==> config.mk <==
export PLATFORM = sky130hd
export DESIGN_NAME = game_controller_flat
export DESIGN_NICKNAME = d
export VERILOG_FILES = /design/src/rtl/chess_pkg.sv /design/src/rtl/game_controller_if.sv /design/src/rtl/game_controller_edge_detect.sv /design/src/rtl/game_controller.sv /design/src/flat_wrapper.sv
export SDC_FILE = /design/constraint.sdc
export NUM_CORES = 1
export LEC_CHECK = 0
export CORE_MARGIN = 5
export CORE_UTILIZATION = 25
export CTS_BUF_LIST = sky130_fd_sc_hd__clkbuf_4 sky130_fd_sc_hd__clkbuf_8
export DETAILED_ROUTE_END_ITERATION = 8
export PLACE_DENSITY = 0.51
export SETUP_SLACK_MARGIN = 0.1
export SLEW_MARGIN = 10
export SYNTH_ARGS = -nofsm -noshare
export SYNTH_HDL_FRONTEND = slang
export SYNTH_SLANG_ARGS = --single-unit
==> constraint.sdc <==
create_clock -name CLK -period 3.9 [get_ports CLK]
set_clock_uncertainty 0.1 [all_clocks]
set_input_delay 0.78 -clock CLK [delete_from_list [all_inputs] [get_ports CLK]]
set_output_delay 0.78 -clock CLK [all_outputs]
set_load 0.005 [all_outputs]
==> src/rtl/chess_pkg.sv <==
// ============================================================================
// Module   : chess_pkg
// Brief    : Shared state, winner and player encodings for the chess clock.
// Revision : 1.0 - initial release
// ============================================================================
`default_nettype none

package chess_pkg;

    typedef enum logic [2:0] {
        ST_IDLE   = 3'd0,
        ST_RUN_P1 = 3'd1,
        ST_RUN_P2 = 3'd2,
        ST_PAUSED = 3'd3,
        ST_OVER   = 3'd4
    } state_t;

    localparam logic [1:0] c_WIN_NONE = 2'b00;
    localparam logic [1:0] c_WIN_P1   = 2'b01;
    localparam logic [1:0] c_WIN_P2   = 2'b10;

    localparam logic c_P1 = 1'b0;
    localparam logic c_P2 = 1'b1;

endpackage

`default_nettype wire

==> src/rtl/game_controller_if.sv <==
// ============================================================================
// Module   : game_controller_if
// Brief    : Button/timeout inputs and switch/countdown controls of the clock.
// Revision : 1.0 - initial release
// ============================================================================
`default_nettype none

interface game_controller_if #(
    parameter int MOVE_W = 10
);
    logic              BTN_START;
    logic              BTN_PAUSE;
    logic              BTN_P1;
    logic              BTN_P2;
    logic              TIMEOUT_P1;
    logic              TIMEOUT_P2;
    logic              SELECT;
    logic              STOP;
    logic              END;
    logic              INC_P1;
    logic              INC_P2;
    logic [MOVE_W-1:0] MOVES;
    logic [1:0]        WINNER;
    logic [2:0]        STATE;

    modport master (
        output BTN_START, BTN_PAUSE, BTN_P1, BTN_P2, TIMEOUT_P1, TIMEOUT_P2,
        input  SELECT, STOP, END, INC_P1, INC_P2, MOVES, WINNER, STATE
    );

    modport slave (
        input  BTN_START, BTN_PAUSE, BTN_P1, BTN_P2, TIMEOUT_P1, TIMEOUT_P2,
        output SELECT, STOP, END, INC_P1, INC_P2, MOVES, WINNER, STATE
    );
endinterface

`default_nettype wire

==> src/rtl/game_controller_edge_detect.sv <==
// ============================================================================
// Module   : edge_detect
// Brief    : Registered rising-edge pulse; previous sample presets to 1.
// Revision : 1.0 - initial release
// ============================================================================
`default_nettype none

module edge_detect (
    input  wire logic CLK,
    input  wire logic CLR_N,
    input  wire logic i_din,
    output logic      o_pulse
);

    logic r_prev;
    logic r_pulse;

    // Preset of 1 keeps a button held through reset from looking like a press
    always_ff @(posedge CLK or negedge CLR_N) begin
        if (!CLR_N) begin
            r_prev  <= 1'b1;
            r_pulse <= 1'b0;
        end else begin
            r_prev  <= i_din;
            r_pulse <= i_din & ~r_prev;
        end
    end

    assign o_pulse = r_pulse;

endmodule

`default_nettype wire

==> src/rtl/game_controller.sv <==
// ============================================================================
// Module   : game_controller
// Brief    : Chess-clock turn sequencer with Fischer pulses and move counter.
// Revision : 1.0 - initial release
// ============================================================================
`default_nettype none

module game_controller #(
    parameter int MOVE_W = 10,
    parameter bit INC_EN = 1'b1
) (
    input  wire logic       CLK,
    input  wire logic       CLR_N,
    game_controller_if.slave bus
);
    import chess_pkg::*;

    logic w_start_p, w_pause_p, w_p1_p, w_p2_p;

    edge_detect u_ed_start (.CLK(CLK), .CLR_N(CLR_N), .i_din(bus.BTN_START), .o_pulse(w_start_p));
    edge_detect u_ed_pause (.CLK(CLK), .CLR_N(CLR_N), .i_din(bus.BTN_PAUSE), .o_pulse(w_pause_p));
    edge_detect u_ed_p1    (.CLK(CLK), .CLR_N(CLR_N), .i_din(bus.BTN_P1),    .o_pulse(w_p1_p));
    edge_detect u_ed_p2    (.CLK(CLK), .CLR_N(CLR_N), .i_din(bus.BTN_P2),    .o_pulse(w_p2_p));

    state_t            r_state,  w_state_n;
    logic              r_paused_player, w_paused_player_n;
    logic              r_select, w_select_n;
    logic              r_stop,   w_stop_n;
    logic              r_end,    w_end_n;
    logic              r_inc_p1, w_inc_p1_n;
    logic              r_inc_p2, w_inc_p2_n;
    logic [MOVE_W-1:0] r_moves,  w_moves_n, w_moves_inc;
    logic [1:0]        r_winner, w_winner_n;

    assign w_moves_inc = (&r_moves) ? r_moves : r_moves + MOVE_W'(1);

    always_comb begin
        w_state_n         = r_state;
        w_paused_player_n = r_paused_player;
        w_inc_p1_n        = 1'b0;
        w_inc_p2_n        = 1'b0;
        w_moves_n         = r_moves;
        w_winner_n        = r_winner;

        // Order inside each RUN state encodes priority: timeout, pause, turn press
        unique case (r_state)
            ST_IDLE: begin
                if (w_start_p) begin
                    w_state_n  = ST_RUN_P1;
                    w_moves_n  = '0;
                    w_winner_n = c_WIN_NONE;
                end
            end
            ST_RUN_P1: begin
                if (bus.TIMEOUT_P1) begin
                    w_state_n  = ST_OVER;
                    w_winner_n = c_WIN_P2;
                end else if (w_pause_p) begin
                    w_state_n         = ST_PAUSED;
                    w_paused_player_n = c_P1;
                end else if (w_p1_p) begin
                    w_state_n  = ST_RUN_P2;
                    w_inc_p1_n = INC_EN;
                    w_moves_n  = w_moves_inc;
                end
            end
            ST_RUN_P2: begin
                if (bus.TIMEOUT_P2) begin
                    w_state_n  = ST_OVER;
                    w_winner_n = c_WIN_P1;
                end else if (w_pause_p) begin
                    w_state_n         = ST_PAUSED;
                    w_paused_player_n = c_P2;
                end else if (w_p2_p) begin
                    w_state_n  = ST_RUN_P1;
                    w_inc_p2_n = INC_EN;
                    w_moves_n  = w_moves_inc;
                end
            end
            ST_PAUSED: begin
                if (w_pause_p) begin
                    w_state_n = (r_paused_player == c_P2) ? ST_RUN_P2 : ST_RUN_P1;
                end
            end
            ST_OVER: begin
                if (w_start_p) begin
                    w_state_n = ST_IDLE;
                end
            end
            default: w_state_n = ST_IDLE;
        endcase

        // Moore decode from the next state so outputs register alongside it
        w_select_n = r_select;
        if (w_state_n == ST_RUN_P1) begin
            w_select_n = 1'b0;
        end else if (w_state_n == ST_RUN_P2) begin
            w_select_n = 1'b1;
        end
        w_stop_n = !((w_state_n == ST_RUN_P1) || (w_state_n == ST_RUN_P2));
        w_end_n  = (w_state_n == ST_OVER);
    end

    always_ff @(posedge CLK or negedge CLR_N) begin
        if (!CLR_N) begin
            r_state         <= ST_IDLE;
            r_paused_player <= c_P1;
            r_select        <= 1'b0;
            r_stop          <= 1'b1;
            r_end           <= 1'b0;
            r_inc_p1        <= 1'b0;
            r_inc_p2        <= 1'b0;
            r_moves         <= '0;
            r_winner        <= c_WIN_NONE;
        end else begin
            r_state         <= w_state_n;
            r_paused_player <= w_paused_player_n;
            r_select        <= w_select_n;
            r_stop          <= w_stop_n;
            r_end           <= w_end_n;
            r_inc_p1        <= w_inc_p1_n;
            r_inc_p2        <= w_inc_p2_n;
            r_moves         <= w_moves_n;
            r_winner        <= w_winner_n;
        end
    end

    assign bus.SELECT = r_select;
    assign bus.STOP   = r_stop;
    assign bus.END    = r_end;
    assign bus.INC_P1 = r_inc_p1;
    assign bus.INC_P2 = r_inc_p2;
    assign bus.MOVES  = r_moves;
    assign bus.WINNER = r_winner;
    assign bus.STATE  = r_state;

endmodule

`default_nettype wire

==> src/flat_wrapper.sv <==
// flat-port wrapper written by rule: the top's interface ports become plain ports
module game_controller_flat import chess_pkg::*;
#(
    parameter int MOVE_W = 10,
    parameter bit INC_EN = 1'b1
)
  (CLK, CLR_N, bus_BTN_START, bus_BTN_PAUSE, bus_BTN_P1, bus_BTN_P2, bus_TIMEOUT_P1, bus_TIMEOUT_P2, bus_SELECT, bus_STOP, bus_END, bus_INC_P1, bus_INC_P2, bus_MOVES, bus_WINNER, bus_STATE);
  game_controller_if #(.MOVE_W(MOVE_W)) bus_i ();
  input  wire logic CLK;
  input  wire logic CLR_N;
  input wire logic [$bits(bus_i.BTN_START)-1:0] bus_BTN_START;
  input wire logic [$bits(bus_i.BTN_PAUSE)-1:0] bus_BTN_PAUSE;
  input wire logic [$bits(bus_i.BTN_P1)-1:0] bus_BTN_P1;
  input wire logic [$bits(bus_i.BTN_P2)-1:0] bus_BTN_P2;
  input wire logic [$bits(bus_i.TIMEOUT_P1)-1:0] bus_TIMEOUT_P1;
  input wire logic [$bits(bus_i.TIMEOUT_P2)-1:0] bus_TIMEOUT_P2;
  output wire logic [$bits(bus_i.SELECT)-1:0] bus_SELECT;
  output wire logic [$bits(bus_i.STOP)-1:0] bus_STOP;
  output wire logic [$bits(bus_i.END)-1:0] bus_END;
  output wire logic [$bits(bus_i.INC_P1)-1:0] bus_INC_P1;
  output wire logic [$bits(bus_i.INC_P2)-1:0] bus_INC_P2;
  output wire logic [$bits(bus_i.MOVES)-1:0] bus_MOVES;
  output wire logic [$bits(bus_i.WINNER)-1:0] bus_WINNER;
  output wire logic [$bits(bus_i.STATE)-1:0] bus_STATE;
  assign bus_i.BTN_START = bus_BTN_START;
  assign bus_i.BTN_PAUSE = bus_BTN_PAUSE;
  assign bus_i.BTN_P1 = bus_BTN_P1;
  assign bus_i.BTN_P2 = bus_BTN_P2;
  assign bus_i.TIMEOUT_P1 = bus_TIMEOUT_P1;
  assign bus_i.TIMEOUT_P2 = bus_TIMEOUT_P2;
  assign bus_SELECT = bus_i.SELECT;
  assign bus_STOP = bus_i.STOP;
  assign bus_END = bus_i.END;
  assign bus_INC_P1 = bus_i.INC_P1;
  assign bus_INC_P2 = bus_i.INC_P2;
  assign bus_MOVES = bus_i.MOVES;
  assign bus_WINNER = bus_i.WINNER;
  assign bus_STATE = bus_i.STATE;
  game_controller #(.MOVE_W(MOVE_W), .INC_EN(INC_EN)) u_core (.CLK(CLK), .CLR_N(CLR_N), .bus(bus_i));
endmodule
* Word-level counts from Yosys, hierarchy flattened
Index checks and enable logic that the tools add are counted.
Storage, ports and cells: register bits 29, bits of input ports 8, output and inout bits 20, logic and storage cells 93
Operators by class: add/subtract/negate cells 1, equality and inequality tests 18, multiplexer cells 39, bitwise operators 8, reduce and logical (&&, ||, !) cells 10
Operators by type and width (number):
- $mux W10 | 8
- $pmux W10 S3 | 1
- $mux W3 | 9
- $ne A2 B2 Y1 const B | 11
- $pmux W3 S5 | 1
- $mux W1 | 14
- $add A10 B1 Y10 const B | 1
- $reduce_and A10 Y1 | 1
- $eq A3 B2 Y1 const B | 3
- $mux W2 | 4
- $reduce_and A8 Y1 | 1
- $eq A3 B1 Y1 const B | 2
- $eq A3 B3 Y1 const B | 2
- $pmux W2 S3 | 1
- $reduce_and A5 Y1 | 1
- $and A1 B1 Y1 | 4
- $not A1 Y1 | 4
- $reduce_and A4 Y1 | 1
- $reduce_bool A2 Y1 | 2
- $logic_not A3 Y1 | 1
- $reduce_bool A3 Y1 | 1
- $pmux W1 S2 | 1
- $logic_not A1 Y1 | 1
- $logic_or A1 B1 Y1 | 1

* Logic depth before layout (Yosys ltp)
Gate-level depths: netlist (run 1).
depth after elaboration 7, mapped depth 7, mapped depth without buffers 6

* Cells and area by module
Synthesis (run 1) repeated with hierarchy kept, for this count alone.
Unflattened totals: cells, all modules 136, area, all modules 1466.4 um^2
Modules (own cells, without submodules):
- game_controller | instances 1, cells each 124, area an instance 1206.2 um^2, sequential area each 526.8 um^2
- edge_detect | instances 4, cells each 3, area an instance 65.1 um^2, sequential area each 51.3 um^2

* Worst setup path before layout (run 1)
No wires, ideal clock.
path kind input-to-reg, start in bus_TIMEOUT_P2, end reg u_core.r_select, in the netlist u_core.bus.SELECT, setup time 126 ps, arrival 1693 ps, data required time 3674 ps, slack 1981 ps, stages on the path 5, path buffers 0, path through nor4b_2 -> a21oi_1 -> o22ai_2 -> inv_2 -> maj3_2
On the way: longest elaborated chain between the ends 4, elaborated cells on any way between the ends 6, classes of those cells 2 x eq/ne; 3 x mux; 1 x reduce/logical
RTL lines:
- start, declared | RTL line flat_wrapper.sv:16 | input wire logic [$bits(bus_i.TIMEOUT_P2)-1:0] bus_TIMEOUT_P2;
- $mux W3 (*) | RTL line game_controller.sv:68 | if (bus.TIMEOUT_P2) begin
- $pmux W3 S5 (*) | RTL line game_controller.sv:46 | unique case (r_state)
- via u_core.w_state_n[0] | RTL line game_controller.sv:25 | state_t r_state, w_state_n;
- $eq A3 B1 Y1 or $eq A3 B2 Y1 (tied branches) | RTL line game_controller.sv:95, game_controller.sv:97
- $mux W1 or $reduce_bool A2 Y1 (tied branches)
- end signal, assigned | RTL line game_controller.sv:118 | r_select <= w_select_n;
- end, declared | RTL line game_controller.sv:27 | logic r_select, w_select_n;
Mark *: on every way through the listed nets, which the timed path passes. The rest lies on a longest branch. A chain may end at the register's enable or synchronous reset.

* Worst setup path after layout (run 1)
start in bus_TIMEOUT_P2, end reg u_core.r_moves[9], in the netlist u_core.bus.MOVES[9]
On the way: longest elaborated chain between the ends 2
RTL lines:
- $ne A2 B2 Y1 (no source line)
- $reduce_and A8 Y1 (no source line)
- end signal, assigned | RTL line game_controller.sv:123 | r_moves <= w_moves_n;
- end, declared | RTL line game_controller.sv:32 | logic [MOVE_W-1:0] r_moves, w_moves_n, w_moves_inc;
No other way between the ends.

==> results.md, run 1 <==
- Antenna Nets Post-Route: 0
- Initial antenna violation count: 0
- # fillers: 558
- Post-synth cell types: 37
- Sequential area share after synthesis: 0.532
- Setup CP Type: input port to flop
- PnR worst setup slack: ~1.5 ns
- Post-synthesis async set-or-reset flop share: 1.00
- DR WL/cell: roughly 13 um
- # rows: 27
- Tot GR Track Use: 0.0912
- Vias: about 1100
- Pre-antenna DRT Iters: 5
- Core area: 0.00544 mm2
- Slowest CP cell: clkdlybuf4s50_1
- Placer Congestion: around 0.8
- Final Max Slew Viols: 0
- Post-layout minimum cycle time: approximately 2.4 ns
- Top Family by Delay on Critical Path: compound AO/OA/AOI/OAI gates
- Data arrival, critical path: approximately 2.6 ns
- Synthesized Nets: around 140
- Max Buffers Root-to-Sink: 2
- Port bufs: 27
- Initial drt markers: 39
- Vias per cell: 4.74
- Max Cap Violations: 0
- Die W: about 84 um
- Mapped Area: roughly 0.0014 mm2
- Max Clk Rate: between 400 and 500 MHz
- Area delta synth->final: 32.0%
- Initial Utilization: 0.253
- Maximum vdd ir drop: about 0.23 mV
- FF/Latch Area: around 730 um2
- Leakage: 0.000725 uW
- Reg-to-Reg Start: u_core.bus.STATE[0]
- Worst EP required: roughly 4.0 ns
- CP startpoint: bus_TIMEOUT_P2
- Power Dens Cells: between 500 and 600 mW/mm2
- Synth Instances: approximately 130
- Status: completed
- CTS Root Cell: clkbuf_8
- RSZ-0062 raised after global routing: no
- Clock transition at path regs: approximately 0.060 ns
- Setup bufs post-CTS: 0
- #FFs+latches synth: 29
- TritonCTS clock tree: yes
- H-tree levels: 2
- Synth Warn #: 0
- CTS Buf Count: 5
- Worst Tran Pin Value: around 0.57 ns
- CTS sink cnt: 29
- Final-report hold violation count: 0
- N_diodes: 0
- Synth area leaders: dfrtp_1 44%, dfstp_2 9.5%, a21oi_1 3.3%
- CP Buf/Inv Count: 1
- CP peak stage delay: 0.51 ns
- Kind of end point of the critical path: flop
- DRC errors left: 0
- Vias in the first global route: between 1000 and 1500
- I/O pins: 28
- Area leader, netlist: dfrtp_1
- Min-Delay Startpoint: u_core.bus.WINNER[1]
- # setup viols final: 0
- Post-CTS Hold Buffers: 0
- Fin nets: 173
- Remaining global-route overflow: 0
- Top cell by count, worst path: a21oi_1
- Critical Path, Cell by Cell: clkdlybuf4s50_1 -> nand4bb_1 -> a21oi_1 -> o21ai_2 -> or3_1 -> a21oi_1
- Largest net degree at the start of global routing: 30
- Final WL: about 3000 um
- Post-DP HPWL: approximately 2200 um
- Die area: just over 0.007 mm2
- Resize count post-CTS: 0
- Startpoint class of the critical path: input port
- Chip Height: roughly 84 um
- HP Class: flop to flop
- CP max FO: 17
- Post-synth top flop: dfrtp_1
- EDFF count, synth: 0
- Slew Limit Headroom: 0.618
- Global-route wire length before repair: approximately 5200 um
- Layout cell share with drive strength beyond 1: 0.122
- Period Utilization, post-route: 0.627
- Synth top area share: 0.436
- Mapped Avg Cell Area: just over 10 um2
- Post-synth top cells: 24 x dfrtp_1, 10 x nand2_1, 9 x a21oi_1, 9 x o21ai_0, 8 x o21ai_1
- Multi-input gate area: approximately 580 um2
- Clk_lat worst skew: approximately 0.28 ns
- Worst slack at placement: about 1.2 ns
- Post-Route Setup TNS: 0 ns
- Leading cell type by number of instances after synthesis: dfrtp_1
-- cells by family (layout without fill, tap and decap cells) --
| kind of cell | Yosys count | in the layout | synth area share |
|---|---|---|---|
| xor gates and xnor gates | 2 | 2 | 0.0127 |
| AOI/OAI and AO/OA | 36 | 36 | 0.159 |
| and+or+nand+nor | 52 | 52 | 0.235 |
| DFF | 29 | 29 | 0.532 |
| adders and majority gates | 2 | 2 | 0.0173 |
| buffers and inverters | 12 | 43 | 0.0445 |
-- layer usage --
metal  track usage  part of all wire
met2         0.148              0.46
met5             0                 0
met3        0.0363             0.078
met4        0.0424             0.020
met1         0.105              0.44
-- cell type report --
class	count	area share
Tap cell	72	0.0496
Multi-Input combinational cell	92	0.321
Sequential cell	29	0.403
Inverter	8	0.0165
Timing Repair Buffer	28	0.153
Clock buffer	5	0.0379
Clock inverter	2	0.0193
-- cell usage in the layout, fill, tap and decap left out, drive strengths merged, types with 2 or more instances in the layout --
cell type	instances
clkdlybuf4s50	27
dfrtp	24
o21ai	18
nand2	10
a21oi	9
inv	8
nand3	6
nor3	6
and3	6
nor2b	5
or3	5
clkbuf	5
dfstp	5
nand2b	4
nor4b	3
nor2	2
nor3b	2
a31oi	2
xnor2	2
-- state kept, by name (all words and copies together), names as in the netlist --
register,count
u_core.u_ed_p1.r_prev,1
u_core.u_ed_p2.r_prev,1
u_core.u_ed_p1.o_pulse,1
u_core.bus.SELECT,1
u_core.u_ed_start.r_prev,1
u_core.bus.END,1
u_core.bus.INC_P2,1
u_core.r_paused_player,1
u_core.u_ed_pause.r_prev,1
u_core.u_ed_p2.o_pulse,1
u_core.bus.INC_P1,1
u_core.u_ed_start.o_pulse,1
u_core.bus.STOP,1
u_core.bus.MOVES,10
u_core.u_ed_pause.o_pulse,1
u_core.bus.WINNER,2
u_core.bus.STATE,3
-- where the power goes --
group	internal [uW]	switching, uW	total, uW
registers	345	64.1	410
clock network	185	110	295
logic	137	121	258
total	668	295	963
-- stage by stage --
| stage | utilization | total power (uW) | cells | instance area [um2] | hold slack (ns) |
|---|---|---|---|---|---|
| final | 0.334 | 963 | 236 | 1820 | 0.382 |
| after global routing | 0.334 | 1030 | 236 | 1820 | 0.403 |
| after CTS | 0.334 | 980 | 236 | 1820 | 0.390 |
| after detailed placement | 0.315 | 678 | 229 | 1710 | 0.372 |
| after global placement | 0.315 | 675 | 229 | 1710 | 0.369 |
| after floorplan | - | 569 | 133 | 1380 | 0.364 |
-- worst register-to-register path, stage by stage (launching register included) --
cell,delay (ns)
dfrtp_1,0.61
inv_1,0.21
nor4_2,0.39
o21ai_2,0.24
or3_1,0.40
a21oi_1,0.15
-- path summary, 6_finish.rpt --
kind                                    endpoint  slack, ns  depth (start not counted)
min in group asynchronous    u_core.bus.MOVES[6]       0.78                          2
hold / removal              u_core.bus.WINNER[1]       0.38                          2
max in group asynchronous  u_core.u_ed_p1.r_prev       2.60                          2
setup / recovery             u_core.bus.MOVES[9]       1.45                          6
setup reg to reg             u_core.bus.MOVES[9]       1.73                          5
hold reg to reg             u_core.bus.WINNER[1]       0.38                          2
Power figures use the tool's default switching activity.
==> run 2, diff against run 1 <==
==> constraint.sdc (replaced) <==
create_clock -name CLK -period 2.3 [get_ports CLK]
set_clock_uncertainty 0.1 [all_clocks]
set_input_delay 0.46 -clock CLK [delete_from_list [all_inputs] [get_ports CLK]]
set_output_delay 0.46 -clock CLK [all_outputs]
set_load 0.005 [all_outputs]
==> run 2 against run 1 <==
  * First-iteration DRC count increased by 7.7%
  * Wire length up 1.9%
  * Final area grew 2.2%
  * Sequential power grew 60%
  * Critical path depth decreased by 5
  * Global-route usage down 0.35 points
  * Total power grew 66%
  * Clock power up 44%
  * Die area is the same
  * Largest cell class unchanged
  * Cell count is 3.4% higher
  * Setup slack worse by 1.3 ns
  * Via count is 3.3% higher
==> results.md, run 2 (synthesis gave the netlist of run 1 again) <==
- Post-placement cell area: 0.00177 mm2 (+3.1%)
- Fin nets: 180 (+4.0%)
- Final Instance Area: 0.00186 mm2 (+2.2%)
- Setup bufs post-CTS: 0 (unchanged)
- Die area: 0.00709 mm2 (unchanged)
- Critical Path, Cell by Cell: clkdlybuf4s50_1
- CP max FO: 12 (-5)
- I/O pins: 28 (unchanged)
- Top Family by Delay on Critical Path: flip-flops
- Post-CTS Hold Buffers: 0 (unchanged)
- Max Buffers Root-to-Sink: 2 (unchanged)
- Core area: 0.00544 mm2 (unchanged)
- Clk_lat worst skew: 0.27 ns (about the same)
- Vias in the first global route: 1138 (-2.6%)
- Data arrival, critical path: 1.54 ns (-1.01 ns)
- HP Class: flop to flop
- Worst Tran Pin Value: 0.521 ns (-0.0520 ns)
- Max Clk Rate: between 400 and 500 MHz
- Vias per cell: 4.74 (about the same)
- H-tree levels: 2 (unchanged)
- Area delta synth->final: 34.9%
- Initial Utilization: 0.253 (unchanged)
- Worst EP required: 1.74 ns (-2.26 ns)
- # fillers: 538 (-3.6%)
- # setup viols final: 0 (unchanged)
- RSZ-0062 raised after global routing: no
- Max reg flops: 10 (unchanged)
- Chip Height: 84.2 um (unchanged)
- Pre-antenna DRT Iters: 4 (-1)
- Status: completed
- Startpoint class of the critical path: flop
- CTS Root Cell: clkbuf_8
- Tot GR Track Use: 0.0876 (-0.00354)
- Setup CP Type: flop to output pin
- Vias: 1156 (+3.3%)
- Power Dens Cells: 863 mW/mm2 (+63%)
- Layout cell share with drive strength beyond 1: 0.163 (+0.0408)
- Commonest non-fill, non-tap cell in the layout: clkdlybuf4s50_1
- TritonCTS clock tree: yes
- Clock transition at path regs: 0.06 ns (about the same)
- Post-DP HPWL: 2270 um (+1.9%)
- CP Buf/Inv Count: 1 (unchanged)
- Most frequent cells in the layout: 27 x clkdlybuf4s50_1, 24 x dfrtp_1, 10 x nand2_1
- # rows: 27 (unchanged)
- Global-route wire length before repair: 5010 um (-4.5%)
- Largest net degree at the start of global routing: 30 (unchanged)
- Initial antenna violation count: 0 (unchanged)
- CTS Buf Count: 5 (unchanged)
- CTS sink cnt: 29 (unchanged)
- Initial drt markers: 42 (+7.7%)
- Post-Route Setup TNS: 0 ns (unchanged)
- Remaining global-route overflow: 0 (unchanged)
- Slowest CP cell: dfrtp_1
- Period Utilization, post-route: 0.915
- Resize count post-CTS: 0 (unchanged)
- Kind of end point of the critical path: output pin
- Final WL: 3060 um (+1.9%)
- Leakage: 0.000755 uW (+4.1%)
- Final Max Slew Viols: 0 (unchanged)
- Antenna Nets Post-Route: 0 (unchanged)
- Die W: 84.2 um (unchanged)
- Final-report hold violation count: 0 (unchanged)
- Port bufs: 27 (unchanged)
- Final Core Density: 0.341 (+0.00736)
- Maximum vdd ir drop: 0.330 mV (+41%)
- Max Cap Violations: 0 (unchanged)
- Hold slack: 0.385 ns (+0.00363 ns)
- CP peak stage delay: 0.67 ns (+0.16 ns)
- N_diodes: 0 (unchanged)
- Slew Limit Headroom: 0.653 (+0.0347)
- Placer Congestion: 0.834 (+2.3%)
- DR WL/cell: 12.5 um (-1.4%)
- DRC errors left: 0 (unchanged)
- Post-layout minimum cycle time: 2.10 ns
## run 2: through the flow
step	total power [uW]	cells	setup slack, ns
final	1600	244	0.196
after detailed placement	1190	236	0.0320
after floorplan	965	133	0.529
after CTS	1630	244	0.173
after global routing	1710	244	0.121
after global placement	1180	236	0.0704
## run 2: path summary, 6_finish.rpt
kind	cells past startpoint	to	start	slack, ns
max reg2reg	7	u_core.bus.MOVES[2]	u_core.bus.MOVES[0]	0.37
min	2	u_core.bus.WINNER[1]	u_core.bus.WINNER[1]	0.39
min reg2reg	2	u_core.bus.WINNER[1]	u_core.bus.WINNER[1]	0.39
max	1	bus_STATE[2]	u_core.bus.STATE[2]	0.20
min in group asynchronous	2	u_core.bus.MOVES[5]	CLR_N	0.47
max in group asynchronous	2	u_core.bus.STOP	CLR_N	1.32
## run 2: layer usage
metal | share of wire | GRT usage | vias to the layer above
li1 | - | - | 556
met1 | 0.45 | 0.108 | 562
met2 | 0.46 | 0.134 | 34
met3 | 0.075 | 0.0373 | 4
met4 | 0.0098 | 0.0380 | 0
met5 | 0 | 0 | -
## run 2: power by group
group          switching (uW)  internal (uW)
Combinational             256            264
Clock                     175            250
Sequential               70.6            587
Total                     502           1100
## run 2: area by class of cell
class / count / area, um2 / share of cell area
multi-input combinational: 92 / 583 / 0.314
inverter: 8 / 30.0 / 0.0162
timing repair buffer: 35 / 330 / 0.178
sequential: 29 / 732 / 0.394
tap: 72 / 90.1 / 0.0485
clock buffer: 8 / 91.3 / 0.0492
==> run 3, diff against run 2 <==
--- a/config.mk
+++ b/config.mk
@@ -5,11 +5,13 @@
 export SDC_FILE = /design/constraint.sdc
 export NUM_CORES = 1
 export LEC_CHECK = 0
+export CELL_PAD_IN_SITES_DETAIL_PLACEMENT = 0
+export CELL_PAD_IN_SITES_GLOBAL_PLACEMENT = 1
 export CORE_MARGIN = 5
 export CORE_UTILIZATION = 25
 export CTS_BUF_LIST = sky130_fd_sc_hd__clkbuf_4 sky130_fd_sc_hd__clkbuf_8
 export DETAILED_ROUTE_END_ITERATION = 8
-export PLACE_DENSITY = 0.51
+export PLACE_DENSITY = 0.63
 export SETUP_SLACK_MARGIN = 0.1
 export SLEW_MARGIN = 10
 export SYNTH_ARGS = -nofsm -noshare
==> constraint.sdc (replaced) <==
create_clock -name CLK -period 1.7 [get_ports CLK]
set_clock_uncertainty 0.1 [all_clocks]
set_input_delay 0.34 -clock CLK [delete_from_list [all_inputs] [get_ports CLK]]
set_output_delay 0.34 -clock CLK [all_outputs]
set_load 0.005 [all_outputs]
==> run 3 against run 2 <==
  * The run now ends with setup timing left
  * Via count is 12% higher
  * Core utilization is 8.5 points higher
  * Final area is 25% higher
  * Clock power is 44% higher
  * Clock-buffer cell count stayed put
  * Cell count is 16% higher
  * Global-route usage is 2.6 points higher
  * Critical endpoint is now u_core.bus.MOVES[2]
==> results.md, run 3 (synthesis gave the netlist of run 1 again) <==
- Post-placement cell area: 0.00199 mm2 (+13%)
- Tot Pwr: 2640 uW (+65%)
- Leakage: 0.00108 uW (+43%)
- Clock transition at path regs: 0.06 ns (about the same)
- Placer Congestion: 0.817 (-2.1%)
- Vias: 1290 (+12%)
- Pre-antenna DRT Iters: 4 (unchanged)
- CTS Buf Count: 5 (unchanged)
- Status: finished, violations left
- Max Clk Rate: 574 MHz
- Most frequent cells in the layout: 38 x buf_4, 21 x dfrtp_1, 15 x dlygate4sd2_1
- Clk network pwr share: 0.232 (-0.033)
- Clk_lat worst skew: 0.28 ns (about the same)
- # rows: 27 (unchanged)
- Seq pwr share: 0.334 (-0.076)
- Port bufs: 27 (unchanged)
- Layout cell share with drive strength beyond 1: 0.433 (+0.271)
- Worst EP required: 1.80 ns (+0.06 ns)
- Data arrival, critical path: 1.85 ns (+0.31 ns)
- CTS sink cnt: 29 (unchanged)
- Final-report hold violation count: 0 (unchanged)
- CTS Root Cell: clkbuf_8
- Kind of end point of the critical path: flop
- I/O pins: 28 (unchanged)
- Initial drt markers: 33 (-21%)
- Critical Path, Cell by Cell: nand4_1 -> o41a_1 -> o21ai_2 -> buf_6 -> o21ai_2 -> a21oi_1
- # setup viols final: 5 (+5)
- Post-DP HPWL: 2650 um (+17%)
- Max Buffers Root-to-Sink: 2 (unchanged)
- Period Utilization, post-route: 1.02
- Startpoint class of the critical path: flop
- Commonest non-fill, non-tap cell in the layout: buf_4
- Failing checks: setup timing
- RSZ-0062 raised after global routing: yes
- Hold slack: 0.311 ns (-0.0737 ns)
- Top Family by Delay on Critical Path: compound AO/OA/AOI/OAI gates
- Vias per cell: 4.57 (-3.4%)
- Initial Utilization: 0.253 (unchanged)
- Final Core Density: 0.427 (+0.0853)
- Power Dens Cells: 1140 mW/mm2 (+32%)
- Setup CP Type: flop to flop
- Final Max Slew Viols: 0 (unchanged)
- Vias in the first global route: 1463 (+29%)
- Area delta synth->final: 68.6%
- TritonCTS clock tree: yes
- Worst Tran Pin Value: 0.267 ns (-0.253 ns)
- Chip Height: 84.2 um (unchanged)
- Initial antenna violation count: 0 (unchanged)
- Fin nets: 218 (+21%)
- Reg-to-reg slack, setup: -0.04 ns (-0.41 ns)
- HP Class: input port to asynchronous set/reset pin
- Largest net degree at the start of global routing: 30 (unchanged)
- DRC errors left: 0 (unchanged)
- # fillers: 551 (+2.4%)
- Comb power frac: 0.434 (+0.110)
- Top cell by count, worst path: o21ai_2
- Core area: 0.00544 mm2 (unchanged)
- Tot GR Track Use: 0.114 (+0.0261)
- Sw frac: 0.319 (+0.00612)
- Final Instance Area: 0.00232 mm2 (+25%)
- DR WL/cell: 13.6 um (+8.4%)
- Die W: 84.2 um (unchanged)
- Remaining global-route overflow: 0 (unchanged)
- Maximum vdd ir drop: 0.640 mV (+94%)
- Slew Limit Headroom: 0.822 (+0.169)
- Post-CTS Hold Buffers: 0 (unchanged)
- Sw Pwr: 842 uW (+68%)
- Max Cap Violations: 0 (unchanged)
- Global-route wire length before repair: 6580 um (+31%)
- Max reg flops: 10 (unchanged)
- P_int: 1800 uW (+63%)
- Slowest CP cell: o41a_1
- H-tree levels: 2 (unchanged)
- Antenna Nets Post-Route: 0 (unchanged)
- CP peak stage delay: 0.50 ns (-0.17 ns)
- Post-layout minimum cycle time: ~1.7 ns
- CP Buf/Inv Count: 1 (unchanged)
- N_diodes: 0 (unchanged)
- Final WL: 3830 um (+25%)
- Die area: 0.00709 mm2 (unchanged)
- PnR worst setup slack: -0.0412 ns (-0.238 ns)
- CP max FO: 6 (-6)
[run 3: area by class of cell]
class	count	area [um2]	share of cell area
Inverter	8	30.0	0.0129
Sequential cell	29	736	0.317
Clock buffer	8	97.6	0.0420
Multi-Input combinational cell	93	734	0.316
Tap cell	72	90.1	0.0388
Timing Repair Buffer	72	633	0.273
[run 3: power by group through the flow]
| stage | Clock, uW | Sequential (uW) | Combinational [uW] |
|---|---|---|---|
| 4_1_cts | 629 | 883 | 1070 |
| 6_report | 613 | 881 | 1140 |
| 5_1_grt | 655 | 897 | 1260 |
| 3_5_place_dp | 0 | 928 | 902 |
| 2_1_floorplan | 0 | 893 | 462 |
| 3_3_place_gp | 0 | 925 | 892 |
[run 3: worst register-to-register path, delay by kind of cell, from the launching register on]
kind / cells / cell delay [ns]
buffers and inverters: 1 / 0.17
AOI/OAI and AO/OA: 4 / 0.84
DFF: 1 / 0.35
and+or+nand+nor: 1 / 0.20
[run 3: path summary, 6_finish.rpt]
check,cells past startpoint,startpoint,endpoint
worst min-delay path,2,CLR_N,u_core.bus.MOVES[6]
min in group CLK,1,bus_BTN_P2,u_core.u_ed_p2.r_prev
worst max register to register,6,u_core.bus.MOVES[6],u_core.bus.MOVES[2]
worst min register to register,1,u_core.u_ed_start.r_prev,u_core.u_ed_start.o_pulse
worst max-delay path,6,u_core.bus.MOVES[6],u_core.bus.MOVES[2]
max in group asynchronous,2,CLR_N,u_core.u_ed_pause.r_prev
[run 3: metrics by stage]
step           setup WS [ns]  setup TNS [ns]  instances
2_1_floorplan         0.0556               0        133
3_3_place_gp          -0.378           -4.04        260
3_5_place_dp          -0.424           -4.60        260
4_1_cts              -0.0199         -0.0516        279
5_1_grt               -0.138          -0.884        282
6_report             -0.0412         -0.0999        282
[run 3: per-layer routing]
metal | wire length, um | GRT usage | up-vias
li1 | - | - | 632
met1 | 1660 | 0.131 | 622
met2 | 1880 | 0.192 | 28
met3 | 222 | 0.0402 | 8
met4 | 73 | 0.0453 | 0
met5 | 0 | 0 | -
[run 3: timing repair]
action	4_1_cts	5_1_grt
endpoints found under the hold margin	0	0
gates cloned	1	0
gates resized for setup	30	21
pin swaps	14	6
setup endpoints to repair	28	19
setup buffers	10	3
